**config.mk**
```make
export PLATFORM = sky130hd
export DESIGN_NAME = imem_stream_loader
export DESIGN_NICKNAME = d
export VERILOG_FILES = /design/src/rtl/imem_stream_loader.sv
export SDC_FILE = /design/constraint.sdc
export NUM_CORES = 1
export LEC_CHECK = 0
export CORE_MARGIN = 2
export CORE_UTILIZATION = 50
export CTS_CLUSTER_SIZE = 10
export DETAILED_ROUTE_END_ITERATION = 6
export GPL_TIMING_DRIVEN = 0
export PLACE_DENSITY_LB_ADDON = 0.08
export REMOVE_ABC_BUFFERS = 1
export SETUP_SLACK_MARGIN = 0.5
export SLEW_MARGIN = 10
export SYNTH_ARGS = -nofsm -noshare
export SYNTH_HDL_FRONTEND = slang
export SYNTH_SLANG_ARGS = --single-unit
```
**constraint.sdc**
```tcl
create_clock -name clk -period 3.45 [get_ports clk]
set_clock_uncertainty 0.2 [all_clocks]
set_input_delay 1.035 -clock clk [delete_from_list [all_inputs] [get_ports clk]]
set_output_delay 1.035 -clock clk [all_outputs]
set_load 0.02 [all_outputs]
```
**src/rtl/imem_stream_loader.sv**
```systemverilog
// -----------------------------------------------------------------------------
// imem_stream_loader
//
// Writer side of the instruction memory. Takes a byte stream over a
// valid/ready handshake, packs it little-endian into 32-bit words and issues
// one word write (byte address, data, byte strobes) per completed or
// terminated word. The core is held in reset while an image is loading and is
// released once the image is complete.
//
// Optional build macro:
//   IMEM_STREAM_LOADER_CSUM_EN - when defined, csum is the running sum
//                                (mod 256) of all accepted bytes; when
//                                undefined, csum is tied to 0.
//
// Parameters:
//   ADDR_W     byte-address width of the instruction memory
//   MEM_BYTES  capacity in bytes (multiple of 4, <= 2**ADDR_W)
//
// Ports:
//   clk, rst_n          clock, asynchronous active-low reset
//   start               one-cycle pulse that begins a load (ignored in LOAD)
//   s_valid/s_data/
//   s_last/s_ready      byte stream handshake; s_last marks the final byte
//   w_en                one-cycle word write strobe
//   w_addr/w_data/
//   w_strb              word-aligned byte address, data, lane enables
//   byte_count          bytes accepted in the current load
//   busy / done         in LOAD / in DONE
//   err                 sticky overflow flag (capacity hit without s_last)
//   core_rst_n          active-low reset to the core
//   csum                stream checksum (see macro above)
// -----------------------------------------------------------------------------
module imem_stream_loader #(
  parameter int ADDR_W    = 7,
  parameter int MEM_BYTES = 128
) (
  input  logic              clk,
  input  logic              rst_n,
  input  logic              start,
  input  logic              s_valid,
  input  logic [7:0]        s_data,
  input  logic              s_last,
  output logic              s_ready,
  output logic              w_en,
  output logic [ADDR_W-1:0] w_addr,
  output logic [31:0]       w_data,
  output logic [3:0]        w_strb,
  output logic [7:0]        byte_count,
  output logic              busy,
  output logic              done,
  output logic              err,
  output logic              core_rst_n,
  output logic [7:0]        csum
);

  typedef enum logic [1:0] {
    ST_IDLE = 2'd0,
    ST_LOAD = 2'd1,
    ST_DONE = 2'd2
  } state_t;

  localparam logic [8:0] CAPACITY = 9'(MEM_BYTES);

  state_t state, state_nxt;

  // Word assembly buffer, next free lane, and address of the word being built.
  logic [31:0]       asm_buf;
  logic [3:0]        asm_strb;
  logic [1:0]        ptr;
  logic [ADDR_W-1:0] word_base;

  logic        accept;
  logic        start_load;
  logic [8:0]  count_nxt;
  logic        at_capacity;
  logic        flush;
  logic [31:0] buf_nxt;
  logic [3:0]  strb_nxt;

  // start is honoured from IDLE or DONE only.
  assign start_load  = start && (state != ST_LOAD);
  assign accept      = (state == ST_LOAD) && s_valid;
  assign count_nxt   = {1'b0, byte_count} + 9'd1;
  assign at_capacity = (count_nxt == CAPACITY);
  assign flush       = accept && ((ptr == 2'd3) || s_last || at_capacity);

  // Merge the incoming byte into its lane of the assembly buffer.
  always_comb begin
    // NOTE: every always_comb output gets a default first; without it a path
    // that skips an assignment infers a latch.
    buf_nxt  = asm_buf;
    strb_nxt = asm_strb | (4'b0001 << ptr);
    for (int k = 0; k < 4; k++) begin
      if (ptr == 2'(k)) buf_nxt[8*k +: 8] = s_data;
    end
  end

  // ---------------------------------------------------------------------------
  // FSM: state register
  // ---------------------------------------------------------------------------
  always_ff @(posedge clk or negedge rst_n) begin
    // NOTE: sequential state uses non-blocking assignments so every register
    // samples pre-edge values regardless of process ordering.
    if (!rst_n) state <= ST_IDLE;
    else        state <= state_nxt;
  end

  // FSM: next-state logic
  always_comb begin
    state_nxt = state;
    unique case (state)
      ST_IDLE: if (start) state_nxt = ST_LOAD;
      ST_LOAD: if (accept && (s_last || at_capacity)) state_nxt = ST_DONE;
      ST_DONE: if (start) state_nxt = ST_LOAD;
      default: state_nxt = ST_IDLE;
    endcase
  end

  // FSM: state-decoded outputs. core_rst_n follows the state register, so it
  // drops on the same edge that re-enters LOAD from DONE.
  always_comb begin
    s_ready    = (state == ST_LOAD);
    busy       = (state == ST_LOAD);
    done       = (state == ST_DONE);
    core_rst_n = (state == ST_DONE);
  end

  // ---------------------------------------------------------------------------
  // Datapath: byte packing, write port, counters
  // ---------------------------------------------------------------------------
  always_ff @(posedge clk or negedge rst_n) begin
    if (!rst_n) begin
      // A partially assembled word is dropped here and never written.
      asm_buf    <= '0;
      asm_strb   <= '0;
      ptr        <= '0;
      word_base  <= '0;
      byte_count <= '0;
      err        <= 1'b0;
      w_en       <= 1'b0;
      w_addr     <= '0;
      w_data     <= '0;
      w_strb     <= '0;
    end else begin
      w_en <= 1'b0;
      if (start_load) begin
        // Write-port registers keep the last write; only load state clears.
        asm_buf    <= '0;
        asm_strb   <= '0;
        ptr        <= '0;
        word_base  <= '0;
        byte_count <= '0;
        err        <= 1'b0;
      end else if (accept) begin
        byte_count <= count_nxt[7:0];
        if (at_capacity && !s_last) err <= 1'b1;
        if (flush) begin
          // Emit the word and clear the buffer on the same edge so the next
          // byte can land in lane 0 without a stall.
          w_en      <= 1'b1;
          w_addr    <= word_base;
          w_data    <= buf_nxt;
          w_strb    <= strb_nxt;
          word_base <= word_base + ADDR_W'(4);
          asm_buf   <= '0;
          asm_strb  <= '0;
          ptr       <= '0;
        end else begin
          asm_buf  <= buf_nxt;
          asm_strb <= strb_nxt;
          ptr      <= ptr + 2'd1;
        end
      end
    end
  end

`ifdef IMEM_STREAM_LOADER_CSUM_EN
  always_ff @(posedge clk or negedge rst_n) begin
    if (!rst_n)          csum <= '0;
    else if (start_load) csum <= '0;
    else if (accept)     csum <= csum + s_data;
  end
`else
  assign csum = 8'h00;
`endif

endmodule

```
==> reports/summary.md, run 1 <==
• number of top-level pins: 78
• Util after Layout: 0.623
• XOR/XNOR Fraction of Synth Area: 0.00201
• reg-to-reg endpoint: w_data[6]
• portion of the post-synthesis area used by sequential elements: 0.551
• Max FO, Critical Path: 41
• Primary FF master, synth: sky130_fd_sc_hd__dfrtp_1
• number of design rule violations left after detail routing: 0
• standard cell core area: 8590 um2
• fin. max-slew vios: 0
• TritonCTS clock tree: built
• Crit Reg-Reg Startpoint: byte_count[4]
• Final #Nets: 428
• pin count of the biggest net entering global routing: 53
• y dimension of the die: 97.4 um
• Routed Wire Length: 8.93 mm
• Num CTS Buffers: 9
• filler cell count: 686
• unrepaired setup endpoints after global routing: false
• area added between synthesis and finish: 22.8%
• largest stage delay on the critical path: 0.50 ns
• startpoint of the worst setup timing path: s_valid
• total number of H-tree levels: 3
• asr flop ratio synth: 1.00
• share of the synthesized area in the top cell type: 0.551
• area used by multi-input combinational logic: 1810 um2
• post-synth cell types: 39
• synthesized area divided by synthesized cell count: 12.7 um2
• max frequency: 0.353 GHz
• maxcap violations: 0
• Register-to-Register Setup Slack: 0.68 ns
• initial antenna violation count: 0
• post-synthesis adder-cell area fraction: 0.0172
• total global-route track usage: 0.197
• sequential cell area: 2400 um2
• Congestion Overflow GR: 0
• maximum clock insertion buffer count: 2
• DR vias: 2943
• run status: completed
• mapped cell area: 4360 um2
• mux contribution to synthesized area: 0.199
• Die Outline Area: 9480 um2
• count of flip-flops with a built-in enable after synthesis: 0
• crit path capture type: flop
• compound-gate portion of the synthesized area: 0.112
• vias in the first global route: 2970
• Worst Setup Start Kind: input port
• number of standard-cell rows in the floorplan: 34
• chain of cells forming the critical path: clkdlybuf4s50_1 -> and2_1 -> o21ai_4 -> inv_6 -> mux2_2
• dominant combinational cell family by area after synthesis: multiplexers
• worst skew pair latency: 0.37 ns
• final hold slack: 0.280 ns
• headroom to the max-slew limit: 0.413
• average detailed-routed wire length per instance: 17.1 um
• final clock period utilization by the worst path: 0.820
• worst vdd rail ir drop: 0.324 mV
• most frequent cells after synthesis: sky130_fd_sc_hd__dfrtp_1 (96), sky130_fd_sc_hd__mux2_2 (69), sky130_fd_sc_hd__a32o_1 (22)
• worst r2r path cells: 6
• remaining antenna violation count after routing: 0
• critical path data arrival time: 2.87 ns
• slowest library cell on the worst path: sky130_fd_sc_hd__clkdlybuf4s50_1
• global placement routability congestion: 0.771
• area fraction in and, or, nand and nor cells after synthesis: 0.0651
• first-pass GRT wire length: 15.0 mm
• endpoint required time on the critical path: 3.49 ns
• Synth Warn #: 0
• critical path class: input port to flop
• # clock sinks: 96
• HPWL reported at the end of detailed placement: 5.80 mm
• Clock Root Buffer: sky130_fd_sc_hd__clkbuf_8
• drt via density: 5.64
• x dimension of the die: 97.4 um
• final critical-path required period: 2.83 ns
• count leader, synth: sky130_fd_sc_hd__dfrtp_1
• share of final-layout standard cells stronger than drive strength 1: 0.254
• total iterations of the first detailed-routing run: 4
• post-synthesis cell count: 343
• class of the tightest hold or removal check: flop to flop
• pwr/cell area: 688 nW/um2
• Antenna Cells: 0
• area leader, netlist: sky130_fd_sc_hd__dfrtp_1
• Finish-stage setup viols: 0
• leading cell types by total area after synthesis: sky130_fd_sc_hd__dfrtp_1 (55%), sky130_fd_sc_hd__mux2_2 (18%), sky130_fd_sc_hd__a32o_1 (5.1%)
• effective utilization at floorplan: 0.507
• Port Buf Inserts: 67
• number of synthesized register bits: 96
• measured slew at the worst slew-check pin: 0.881 ns
• final hold violation count: 0
• leakage power of the design: 2.50 nW
• initial DRC count: 97
• clock transition at the registers of the reported paths: 0.08 ns
• worst setup path endpoint: w_data[6]
==> state kept, by name, indices dropped and copies added, names as in the netlist <==
| name | flops |
|---|---|
| asm_strb | 4 |
| asm_buf | 32 |
| w_strb | 4 |
| word_base | 5 |
| w_addr | 5 |
| state | 2 |
| ptr | 2 |
| byte_count | 8 |
| w_data | 32 |
| err | 1 |
| w_en | 1 |
==> cell families after synthesis <==
logic type | after synthesis
compound gates | 63
xor+xnor | 1
buf+inv | 42
flops | 96
simple gates | 56
fa+ha+maj | 6
other cells | 1
mux | 78
==> cells in the final DEF, fill, tap and decap left out, drive strengths merged <==
master,count
o21ai,18
nor4b,1
nand4,3
ha,6
inv,10
conb,10
a22o,3
dfrtp,96
o41ai,3
a31oi,5
or2,1
and3,13
a211o,1
a21oi,6
xor2,1
mux2i,8
nand3,1
or3b,1
clkinv,3
nand4b,1
nor3,4
buf,13
and2,1
nor2,12
nand2b,1
o211ai,1
bufinv,1
clkbuf,10
a32o,22
a2111oi,1
nand2,15
nor2b,2
clkinvlp,1
mux2,70
clkdlybuf4s50,64
dlygate4sd2,2
a21o,2
a211oi,1
==> how the worst min path moves through the flow <==
stage | start | endpoint | depth (start not counted)
floorplan | asm_buf[14] | asm_buf[14] | 1
global placement | asm_buf[14] | asm_buf[14] | 1
detailed placement | asm_buf[22] | asm_buf[22] | 1
CTS | asm_buf[22] | asm_buf[22] | 1
global route | asm_buf[14] | asm_buf[14] | 1
finish | asm_buf[14] | asm_buf[14] | 1
==> layer usage <==
metal / vias up / GRT usage / wire (um)
li1: 1370 / - / -
met1: 1500 / 0.283 / 4360
met2: 63 / 0.296 / 4090
met3: 10 / 0.0353 / 329
met4: 0 / 0.0844 / 151
met5: - / 0 / 0
==> stage by stage <==
step	instances	cell area, um2	TNS (ns)	setup slack, ns	power, mW
2_1_floorplan	319	4200	0	0.0252	2.34
4_1_cts	517	5310	0	0.503	3.71
3_3_place_gp	494	5000	-287.03	-2.47	2.88
5_1_grt	522	5350	0	0.504	3.88
6_report	522	5350	0	0.621	3.68
3_5_place_dp	500	5090	-23.45	-0.643	2.97
==> critical path, delay by kind of cell <==
kind | cells | cell delay [ns]
compound gates | 1 | 0.15
buf+inv | 2 | 0.82
mux | 1 | 0.38
simple gates | 1 | 0.44
==> what timing repair did <==
| action | 4_1_cts | 5_1_grt |
|---|---|---|
| gates cloned | 0 | 0 |
| buffers inserted | 1 | 5 |
| gates resized for setup | 7 | 1 |
| pin swaps | 1 | 2 |
| hold buffers | 0 | 0 |
| setup endpoints to repair | 60 | 49 |
==> final cells by class <==
type | instances | share of cell area
Sequential cell | 96 | 0.449
Multi-Input combinational cell | 214 | 0.337
Clock inverter | 6 | 0.0129
Inverter | 9 | 0.00724
Tap cell | 108 | 0.0252
Clock buffer | 10 | 0.0238
Timing Repair Buffer | 79 | 0.145
==> where the power goes <==
part / switching, mW / internal (mW)
Combinational: 0.772 / 0.678
Sequential: 0.140 / 1.35
Clock: 0.403 / 0.339
Power figures use the tool's default switching activity.
==> inputs of run 2 (changes only) <==
--- a/config.mk
+++ b/config.mk
@@ -6,7 +6,7 @@
 export NUM_CORES = 1
 export LEC_CHECK = 0
 export CORE_MARGIN = 2
-export CORE_UTILIZATION = 50
+export CORE_UTILIZATION = 47
 export CTS_CLUSTER_SIZE = 10
 export DETAILED_ROUTE_END_ITERATION = 6
 export GPL_TIMING_DRIVEN = 0
==> constraint.sdc (replaced) <==
create_clock -name clk -period 2.25 [get_ports clk]
set_clock_uncertainty 0.2 [all_clocks]
set_input_delay 0.675 -clock clk [delete_from_list [all_inputs] [get_ports clk]]
set_output_delay 0.675 -clock clk [all_outputs]
set_load 0.02 [all_outputs]
==> run 2 against run 1 <==
Critical endpoint is now w_data[8]. Sequential share of layout area fell by 6.9 points. Setup slack lost 0.78 ns. Critical path type is now flop to flop. Critical path depth up 2. Sequential power increased by 58%. Global-route usage rose by 1.7 points. Non-clock buffer count grew 59. Hold slack worse by 0.22 ns. Final cell count grew 13%. The flow now finishes with violations (negative setup slack).
==> reports/summary.md, run 2 (same netlist as run 1, synthesis figures left out) <==
• Routed Wire Length: 10.8 mm, +21%
• unrepaired setup endpoints after global routing: true
• Max FO, Critical Path: 6, -85%
• remaining antenna violation count after routing: 0, unchanged
• final clock period utilization by the worst path: 1.07
• measured slew at the worst slew-check pin: 0.512 ns, -0.369 ns
• Register-to-Register Setup Slack: -0.16 ns, -0.84 ns
• count of hold buffers inserted by post-cts repair: 0, unchanged
• reg-to-reg endpoint: w_data[8]
• filler cell count: 665, -3.1%
• DR vias: 3317, +13%
• Crit Reg-Reg Startpoint: byte_count[3]
• number of top-level pins: 78, unchanged
• Clock Root Buffer: sky130_fd_sc_hd__clkbuf_8
• internal power consumption: 4.18 mW, +77%
• first-pass GRT wire length: 16.7 mm, +11%
• vias in the first global route: 3171, +6.8%
• initial antenna violation count: 0, unchanged
• Num CTS Buffers: 9, unchanged
• HPWL reported at the end of detailed placement: 5.90 mm, +1.8%
• number of standard-cell rows in the floorplan: 35, +2.9%
• Final WS setup: -0.156 ns, -0.776 ns
• number of design rule violations left after detail routing: 0, unchanged
• share of total power consumed by net switching: 0.357, about the same
• area used by multi-input combinational logic: 2040 um2, +13%
• area added between synthesis and finish: 45.2%
• y dimension of the die: 100 um, +3.0%
• total power draw: 6.51 mW, +77%
• share of total power in sequential cells: 0.361, -0.043
• leakage power of the design: 3.12 nW, +25%
• effective utilization at floorplan: 0.479, -0.0287
• maxcap violations: 0, unchanged
• number of buffers and inverters on the critical path: 2, unchanged
• chain of cells forming the critical path: and3_4 -> or3b_4 -> a211oi_4 -> o21ai_4 -> buf_12 -> inv_8 -> mux2_2
• share of final-layout standard cells stronger than drive strength 1: 0.534, +0.281
• pin count of the biggest net entering global routing: 64, +21%
• kind of cell adding the most delay to the critical path: simple AND/OR/NAND/NOR gates
• part of the total power dissipated in the clock network: 0.169, -0.033
• biggest regs: asm_buf x32, w_data x32, byte_count x8
• worst r2r path cells: 7, +1
• placed cell areas: 5100 um2, +0.15%
• # clock sinks: 96, unchanged
• maximum clock insertion buffer count: 2, unchanged
• Port Buf Inserts: 67, unchanged
• sequential cell area: 2410 um2, +0.16%
• most frequent cells in the layout: sky130_fd_sc_hd__dfrtp_1 (93), sky130_fd_sc_hd__buf_6 (74), sky130_fd_sc_hd__mux2_2 (49)
• fin. max-slew vios: 0, unchanged
• TritonCTS clock tree: built
• standard cell core area: 9110 um2, +6.0%
• number of logic stages on the critical path including buffering: 7, +2
• crit path capture type: flop
• Worst Setup Start Kind: flop
• endpoint required time on the critical path: 2.30 ns, -1.19 ns
• Final #Nets: 494, +15%
• critical path data arrival time: 2.45 ns, -0.42 ns
• slowest library cell on the worst path: sky130_fd_sc_hd__dfrtp_2
• critical path class: flop to flop
• worst skew pair latency: 0.36 ns, about the same
• violations in the final reports: negative setup slack
• headroom to the max-slew limit: 0.658, +0.246
• Util after Layout: 0.695, +0.0720
• Congestion Overflow GR: 0, unchanged
• drt via density: 5.62, -0.28%
• Switching Power: 2.33 mW, +77%
• most common cell after layout, fill and taps aside: sky130_fd_sc_hd__dfrtp_1
• Antenna Cells: 0, unchanged
• startpoint of the worst setup timing path: byte_count[3]
• run status: finished, violations left
• total number of H-tree levels: 3, unchanged
• largest stage delay on the critical path: 0.44 ns, -0.06 ns
• total global-route track usage: 0.214, +0.0171
• average detailed-routed wire length per instance: 18.3 um, +6.9%
• worst setup path endpoint: w_data[8]
• initial DRC count: 178, +84%
• worst vdd rail ir drop: 0.492 mV, +52%
• final critical-path required period: 2.41 ns
• clock transition at the registers of the reported paths: 0.09 ns, about the same
• final hold violation count: 0, unchanged
• setup TNS: -6.87 ns, -6.87 ns
• global placement routability congestion: 0.727, -5.6%
• logic gate share of total power: 0.470, +0.076
• final std cell area, no fill: 6330 um2, +18%
• total iterations of the first detailed-routing run: 4, unchanged
• x dimension of the die: 100 um, +3.0%
• pwr/cell area: 1030 nW/um2, +50%
• Die Outline Area: 10100 um2, +6.1%
• class of the tightest hold or removal check: input port to asynchronous set/reset pin
• max frequency: 0.416 GHz
• Finish-stage setup viols: 79, +79
[run 2: cell types whose count changed in the layout (fill, tap and decap cells not counted), moves of 4 or more]
cell                              before  now
sky130_fd_sc_hd__buf_12                0    5
sky130_fd_sc_hd__buf_4                12   47
sky130_fd_sc_hd__buf_6                 0   74
sky130_fd_sc_hd__clkdlybuf4s50_1      64    8
sky130_fd_sc_hd__ha_1                  6    2
sky130_fd_sc_hd__mux2_2               69   49
sky130_fd_sc_hd__mux2_4                0   21
sky130_fd_sc_hd__o21ai_0              16    2
sky130_fd_sc_hd__o21ai_1               1   11
[run 2: power groups by stage]
stage	combinational (mW)	sequential, mW	clock (mW)
finish	3.06	2.35	1.10
global placement	2.12	2.31	0
floorplan	1.06	2.53	0
CTS	2.82	2.34	1.12
global route	3.26	2.39	1.19
detailed placement	2.24	2.33	0
[run 2: final cells by class]
type,instances,share of cell area
flip-flops and latches,96,0.380
multi-input cells,215,0.322
repair buffers,138,0.225
clock buffers,9,0.0196
clock inverters,6,0.00968
well taps,111,0.0219
repair inverters,6,0.0126
inverters,9,0.00949
[run 2: how the worst min path moves through the flow]
stage,startpoint,endpoint,slack [ns]
global placement,asm_buf[22],asm_buf[22],0.26
CTS,rst_n,w_en,0.07
detailed placement,asm_buf[22],asm_buf[22],0.27
global route,rst_n,w_en,0.08
floorplan,rst_n,asm_buf[0],0.18
finish,rst_n,w_data[9],0.06
[run 2: stage by stage]
step | hold slack [ns] | instances | setup WS, ns
after floorplan | 0.179 | 319 | -1.17
after global routing | 0.0826 | 590 | -0.198
after CTS | 0.0731 | 564 | -0.123
after detailed placement | 0.270 | 503 | -1.49
final | 0.0605 | 590 | -0.156
after global placement | 0.258 | 497 | -3.37
[run 2: metal layers]
metal	vias to the layer above	global-route usage	share of wire
li1	1502	-	-
met3	12	0.0397	0.033
met5	-	0	0
met4	0	0.0601	0.011
met1	1729	0.318	0.48
met2	74	0.323	0.48
[run 2: repair_timing]
item | in CTS | in global routing
pin swaps | 19 | 23
setup buffers | 40 | 23
setup endpoints to repair | 151 | 150
cloned | 6 | 3
resized for setup | 407 | 40
